File: config.mk
export PLATFORM = sky130hd
export DESIGN_NAME = slow_clk_monitor
export DESIGN_NICKNAME = d
export VERILOG_FILES = /design/src/rtl/slow_clk_monitor.sv
export SDC_FILE = /design/constraint.sdc
export NUM_CORES = 1
export LEC_CHECK = 0
export BUFFER_PORTS_ARGS = -buffer_cell sky130_fd_sc_hd__buf_2
export CAP_MARGIN = 20
export CORE_MARGIN = 3
export CORE_UTILIZATION = 39
export CTS_CLUSTER_SIZE = 16
export DETAILED_ROUTE_END_ITERATION = 7
export GPL_TIMING_DRIVEN = 0
export PLACE_DENSITY = 0.6
export SLEW_MARGIN = 25
export SYNTH_ARGS = -nofsm -noshare
export SYNTH_HDL_FRONTEND = slang
export SYNTH_SLANG_ARGS = --single-unit
File: constraint.sdc
create_clock -name clk -period 5.05 [get_ports clk]
set_input_delay 0.2525 -clock clk [delete_from_list [all_inputs] [get_ports clk]]
set_output_delay 0.2525 -clock clk [all_outputs]
set_load 0.02 [all_outputs]
File: src/rtl/slow_clk_monitor.sv
// Measures the high and low phase lengths of an asynchronous slow clock in clk cycles,
// reporting period, duty balance, liveness and a stuck-level timeout.
module slow_clk_monitor #(
  parameter int              CNT_W   = 32,
  parameter longint unsigned TIMEOUT = 300_000_000,
  parameter longint unsigned TOL     = 1_000_000
) (
  input  logic             clk,
  input  logic             rst_n,
  input  logic             slow_clk,
  output logic [CNT_W-1:0] high_time,
  output logic [CNT_W-1:0] low_time,
  output logic [CNT_W:0]   period,
  output logic             duty_ok,
  output logic             valid,
  output logic             alive,
  output logic             timeout
);

  typedef enum logic [1:0] {IDLE, WAIT_RISE, HIGH, LOW} state_t;

  localparam logic [CNT_W-1:0] TIMEOUT_C = CNT_W'(TIMEOUT);
  localparam logic [CNT_W:0]   TOL_C     = (CNT_W+1)'(TOL);
  localparam logic [CNT_W-1:0] ONE_C     = CNT_W'(1);

  function automatic logic [CNT_W:0] abs_diff(input logic [CNT_W-1:0] a,
                                              input logic [CNT_W-1:0] b);
    logic [CNT_W:0] ea;
    logic [CNT_W:0] eb;
    ea = {1'b0, a};
    eb = {1'b0, b};
    return (ea >= eb) ? (ea - eb) : (eb - ea);
  endfunction

  logic             s1_q, s1_d, s2_q, s2_d, s3_q, s3_d;
  logic [1:0]       fill_q, fill_d;
  state_t           state_q, state_d;
  logic [CNT_W-1:0] cnt_q, cnt_d, hi_lat_q, hi_lat_d;
  logic [CNT_W-1:0] high_time_q, high_time_d, low_time_q, low_time_d;
  logic [CNT_W:0]   period_q, period_d;
  logic             duty_ok_q, duty_ok_d, valid_q, valid_d;
  logic             alive_q, alive_d, timeout_q, timeout_d;
  logic             rise, fall, sync_ready, cnt_at_limit;

  assign rise         = s2_q & ~s3_q;
  assign fall         = ~s2_q & s3_q;
  assign cnt_at_limit = (cnt_q == TIMEOUT_C);
  // s2 only carries a genuine sample of slow_clk two edges after reset; before
  // that its reset 0 must not count as "seen low", or a partial high phase gets measured.
  assign sync_ready   = fill_q[1];

  always_comb begin
    s1_d        = slow_clk;
    s2_d        = s1_q;
    s3_d        = s2_q;
    fill_d      = sync_ready ? fill_q : fill_q + 2'd1;
    state_d     = state_q;
    cnt_d       = cnt_q;
    hi_lat_d    = hi_lat_q;
    high_time_d = high_time_q;
    low_time_d  = low_time_q;
    period_d    = period_q;
    duty_ok_d   = duty_ok_q;
    valid_d     = 1'b0;
    alive_d     = alive_q;
    timeout_d   = 1'b0;
    case (state_q)
      IDLE: begin
        if (sync_ready && !s2_q) state_d = WAIT_RISE;
      end
      WAIT_RISE: begin
        if (rise) begin
          cnt_d   = ONE_C;
          state_d = HIGH;
        end
      end
      HIGH: begin
        if (fall) begin
          hi_lat_d = cnt_q;
          cnt_d    = ONE_C;
          state_d  = LOW;
        end else if (cnt_at_limit) begin
          timeout_d = 1'b1;
          alive_d   = 1'b0;
          state_d   = IDLE;
        end else begin
          cnt_d = cnt_q + ONE_C;
        end
      end
      LOW: begin
        if (rise) begin
          high_time_d = hi_lat_q;
          low_time_d  = cnt_q;
          period_d    = {1'b0, hi_lat_q} + {1'b0, cnt_q};
          duty_ok_d   = (abs_diff(hi_lat_q, cnt_q) <= TOL_C);
          valid_d     = 1'b1;
          alive_d     = 1'b1;
          cnt_d       = ONE_C;
          state_d     = HIGH;
        end else if (cnt_at_limit) begin
          timeout_d = 1'b1;
          alive_d   = 1'b0;
          state_d   = IDLE;
        end else begin
          cnt_d = cnt_q + ONE_C;
        end
      end
      default: state_d = IDLE;
    endcase
  end

  always_ff @(posedge clk or negedge rst_n) begin
    if (!rst_n) begin
      s1_q        <= 1'b0;
      s2_q        <= 1'b0;
      s3_q        <= 1'b0;
      fill_q      <= 2'd0;
      state_q     <= IDLE;
      cnt_q       <= '0;
      hi_lat_q    <= '0;
      high_time_q <= '0;
      low_time_q  <= '0;
      period_q    <= '0;
      duty_ok_q   <= 1'b0;
      valid_q     <= 1'b0;
      alive_q     <= 1'b0;
      timeout_q   <= 1'b0;
    end else begin
      s1_q        <= s1_d;
      s2_q        <= s2_d;
      s3_q        <= s3_d;
      fill_q      <= fill_d;
      state_q     <= state_d;
      cnt_q       <= cnt_d;
      hi_lat_q    <= hi_lat_d;
      high_time_q <= high_time_d;
      low_time_q  <= low_time_d;
      period_q    <= period_d;
      duty_ok_q   <= duty_ok_d;
      valid_q     <= valid_d;
      alive_q     <= alive_d;
      timeout_q   <= timeout_d;
    end
  end

  assign high_time = high_time_q;
  assign low_time  = low_time_q;
  assign period    = period_q;
  assign duty_ok   = duty_ok_q;
  assign valid     = valid_q;
  assign alive     = alive_q;
  assign timeout   = timeout_q;

endmodule

Word-level counts from Yosys, hierarchy flattened
Cells that the tools add are included.

$add $sub $neg: 5. $lt $le $gt $ge: 2. Reduce and logical (&&, ||, !) cells: 10. Equality and inequality tests: 7. Bitwise gates (word level): 4. Multiplexer cells: 23.

Operators by type and width (number): $mux 32 (4); $pmux 32 s3 (1); $sub 32x32->33 (2); $add 32x32->33 (1); $le 33x20->1 const B (1); $mux 33 (1); $add 32x1->32 const B (1); $eq 32x29->1 const B (1); $ge 32x32->1 (1); $mux 2 (6); $reduce_and 2->1 (5); $mux 1 (8); $pmux 2 s4 (1); $ne 2x2->1 const B (3); $eq 2x2->1 const B (2); $pmux 1 s2 (2); $reduce_bool 3->1 (1); $add 2x1->2 const B (1); $and 1x1->1 (2); $eq 2x1->1 const B (1); $logic_not 2->1 (1); $not 1->1 (2); $reduce_bool 2->1 (1); $logic_and 1x1->1 (1); $logic_not 1->1 (1).

Flip-flop bits (word level): 172. Logic and storage cells: 66. Input port bits: 3. Output and inout port bits: 101.

Depth between registers and ports, before layout
Depth in word-level cells: 4. Mapped depth: 16. Mapped depth without buffers: 14.

Worst setup path before layout
OpenSTA, ideal clock, no wires.

Path kind: register to register. Start: register cnt_q[6]. End: register duty_ok_q (netlist: duty_ok). Path buffers: 2. Clock period less this slack: 3811 ps. Library setup time: 86 ps. Setup slack: 1239 ps. Cell stages (with the launch flop): 16. Required time: 4964 ps. Data arrival time: 3725 ps. Cell sequence: dfrtp_1 clkbuf_1 inv_1 ha_1 buf_2 o21ai_0 o21ba_1 or3_4 and3_4 o21a_4 a2111oi_4 or3_1 nand4_1 or4b_1 or4_1 a32oi_1.

Word-level cells in the longest chain between the ends: 3. Elaborated cells between the ends (all ways): 5. Classes of those cells: add/sub: 2; order compare: 2; mux: 1.

Ends and longest elaborated chain: start, declared (RTL line 38) `logic [CNT_W-1:0] cnt_q, cnt_d, hi_lat_q, hi_lat_d;`; start signal, assigned (RTL line 134) `cnt_q <= cnt_d;`; $sub 32x32->33 / $ge 32x32->1 (equally long branches) (RTL line 32) `return (ea >= eb) ? (ea - eb) : (eb - ea);`; $mux 33 (*) (RTL line 32); $le 33x20->1 (*) (RTL line 95) `duty_ok_d = (abs_diff(hi_lat_q, cnt_q) <= TOL_C);`; end signal, assigned (RTL line 139) `duty_ok_q <= duty_ok_d;`; end, declared (RTL line 41) `logic duty_ok_q, duty_ok_d, valid_q, valid_d;`.

Mark *: on every way between the ends. The rest lies on a longest branch, timed or not. A chain may end at the register's enable or synchronous reset.

Final worst setup path
Start: register cnt_q[17]. End: register duty_ok_q (netlist: duty_ok).

Same word-level chain as after synthesis.

==> results_dict.tcl <==
set metrics [dict create \
    synth_top_family_by_area "compound AO/OA/AOI/OAI gates" \
    coreArea_mm2 0.0308 \
    die_w_um 183 \
    synthXorXnorAreaFrac_pct 4.07 \
    critPathMaxFanout 10 \
    hold_viol 0 \
    areaGrowthSynthToFinish_pct 13.8 \
    clkSlewWorstSetupHoldPaths_ns 0.08 \
    p_leak_nw 6.53 \
    slew_headroom_pct 33.3 \
    stdcell_area_mm2 0.0140 \
    yosysUniqueCellTypes 77 \
    dr_total_vias 11900 \
    rows 64 \
    overflow 0 \
    synth-simple-area-share_pct 18.6 \
    period_share_pct 97.5 \
    routed_wl_mm 44.8 \
    synth_adder_area_share_pct 10.5 \
    synthFlopType "dfrtp_1" \
    fmax_ghz 0.203 \
    post-synth-top-count-cell "o21ai_0" \
    async_flop_share_pct 100 \
    dp.final_hpwl_mm 35.4 \
    avgRoutedWirePerCell_um 21.9 \
    ys_seq_area_share_pct 35.1 \
    syn_inst 1508 \
    nets 1738 \
    synth_top_cell_by_area "dfrtp_1" \
    grt_pass1_vias 11400 \
    synth_fp_nets 1612 \
    drv_slew 0 \
    first_pass_iters 5 \
    endpoint_kind "register" \
    placed_area_mm2 0.0133 \
    clk-insertion-delay-late_ns 0.46 \
    criticalPathCategory "reg -> reg" \
    worstPathArrival_ns 5.30 \
    ant_nets 0 \
    cts_buffers 17 \
    cts_num_sinks 172 \
    ys_top_cells_by_area "dfrtp_1 35%, ha_1 10%, o21ai_0 8.5%, nand2_1 6.1%, a21oi_1 4.2%" \
    route.detailed.drc 0 \
    portBuffers 103 \
    skew_ns 0.0179 \
    drt_iter0_drc 1310 \
    ys_ff_latch 172 \
    grt_max_degree 91 \
    grt_usage_pct 26.5 \
    min_period_ns 4.93 \
    power.density_mw_per_mm2 469 \
    drive_gt1_share_pct 11.5 \
    required_ns 5.42 \
    cts_root_buf "clkbuf_16" \
    htreeDepth 4 \
    avgSynthCellArea_um2 8.14 \
    start_kind "register" \
    design.die.area_mm2 0.0336 \
    final.setup.tns_ns 0 \
    io_pins 104 \
    tightest_slew_ns 1.00 \
    diodes 0 \
    synth_compound_area_share_pct 24.8 \
    min_path_type "in -> async" \
    synthMuxAreaShare_pct 1.04 \
    drv_cap 0 \
    synthTopCellsByCount "208 x o21ai_0, 201 x nand2_1, 172 x dfrtp_1" \
    irDropWorstVdd_v 0.000262 \
    synth_edf_count 0 \
    grt_pass1_wl_mm 68.4 \
    ys_warn_count 0 \
    placedCellCount 2009 \
    fillers 3129 \
    setup_viol 0 \
    netlist_area_mm2 0.0123 \
    clockBufferDepth 2 \
    via_per_inst 5.80 \
    rsz0062_at_grt "false" \
    cts_tree "done" \
    antenna_found_initial 1 \
    synth_top_area_share_pct 35.1 \
    status "finished clean" \
    initial_core_util_pct 39.8 \
    die-height_um 183 \
    instances_no_fill 2043 \
    gp_congestion 0.966 \
]
[routing by layer]
layer  share of wire, %  global-route usage (%)  vias to the layer above  routed length (um)
met5                  0                       0                        -                   0
li1                   -                       -                     5577                   -
met4                2.7                    8.41                        0                1220
met2                 42                    38.8                      453               18900
met1                 47                    39.1                     5770               21100
met3                7.9                    5.60                       58                3510
[cells in the final DEF (no fill, tap or decap), types with 7 or more instances in the layout]
master	Yosys	final
nor4_1	17	17
o211ai_1	8	8
a21o_1	21	21
o21a_1	11	11
nand2_1	201	201
a31oi_1	13	13
nand3_1	31	31
a211oi_1	19	19
o21bai_1	21	21
a21oi_1	104	104
nor2b_1	8	8
buf_1	11	10
nor2_1	91	91
nand4_1	25	25
dfrtp_1	172	172
inv_6	0	7
xnor2_1	53	53
o31ai_1	8	8
inv_1	104	104
or3_1	11	11
ha_1	98	98
a2111oi_0	7	7
or2_2	11	11
buf_2	11	113
and3_1	14	14
o311ai_0	7	7
clkbuf_1	58	55
nor3_1	30	30
o21ai_0	208	208
clkbuf_16	0	17
nand2b_1	12	12
a211o_1	8	8
[cell type report]
cell class              count  area, um^2  share of cell area [%]
plain buffers              79         320                    2.29
inverters                 108         405                    2.90
multi-input cells        1147        7270                    52.1
repair buffers            109         596                    4.26
clock buffers              17         425                    3.05
flip-flops and latches    172        4300                    30.8
clock inverters            15         149                    1.07
well taps                 396         495                    3.55
[per-stage QoR]
stage                     hold WS (ns)  util (%)  worst slack (ns)  total power, mW
after floorplan                -0.0431         -              1.24             4.14
after global placement           0.360      43.1            0.0640             5.11
after detailed placement         0.298      43.3            0.0849             5.12
after CTS                        0.387      45.2            0.0383             6.47
after global routing             0.384      45.3           0.00234             6.90
final                            0.381      45.3             0.124             6.55
[worst paths after layout]
path                                        from                     end  slack, ns  cells past startpoint
hold reg to reg                   s1_q$_DFF_PN0_          s2_q$_DFF_PN0_       0.38                      0
setup reg to reg           cnt_q[17]$_DFFE_PN0P_     duty_ok$_DFFE_PN0P_       0.12                     14
min in group clk                  s1_q$_DFF_PN0_          s2_q$_DFF_PN0_       0.38                      0
setup / recovery           cnt_q[17]$_DFFE_PN0P_     duty_ok$_DFFE_PN0P_       0.12                     14
hold / removal                             rst_n  period[31]$_DFFE_PN0P_       0.38                      2
max in group asynchronous                  rst_n    cnt_q[0]$_DFFE_PN0P_       3.75                      3
[power breakdown]
| group | total [mW] | internal (mW) | leakage, nW | switching [mW] |
|---|---|---|---|---|
| Combinational | 3.66 | 1.46 | 3.89 | 2.19 |
| Sequential | 1.56 | 1.47 | 2.35 | 0.0909 |
| Clock | 1.34 | 0.657 | 0.284 | 0.679 |
| Total | 6.55 | 3.59 | 6.53 | 2.96 |
[registers in the layout, indices dropped and copies added (netlist names), 2 cells and up]
signal	count
hi_lat_q	32
period	33
cnt_q	32
state_q	2
fill_q	2
low_time	32
high_time	32
[logic make-up after synthesis]
group           count (synthesis)
xor+xnor                       57
buf+inv                       189
mux                            12
simple gates                  484
flops                         172
fa+ha+maj                     101
compound gates                493
[repair_timing]
action,CTS,global route
hold buffers,2,0
resized for setup,0,5
hold endpoints to repair,83,0
buffers inserted,0,2
endpoints found under the setup margin,0,1
[worst max-delay path, cell delays in order, from the launching register on]
cell	delay, ns
dfrtp_1	0.56
inv_1	0.23
ha_1	0.48
nand4_1	0.32
nor4_4	0.50
nand4_1	0.27
o211a_1	0.25
o21a_1	0.18
nand2_1	0.19
buf_2	0.34
mux2i_1	0.35
xnor2_1	0.18
nand4b_1	0.16
or4_1	0.61
a32oi_1	0.22
(Power assumes the default switching activity.)
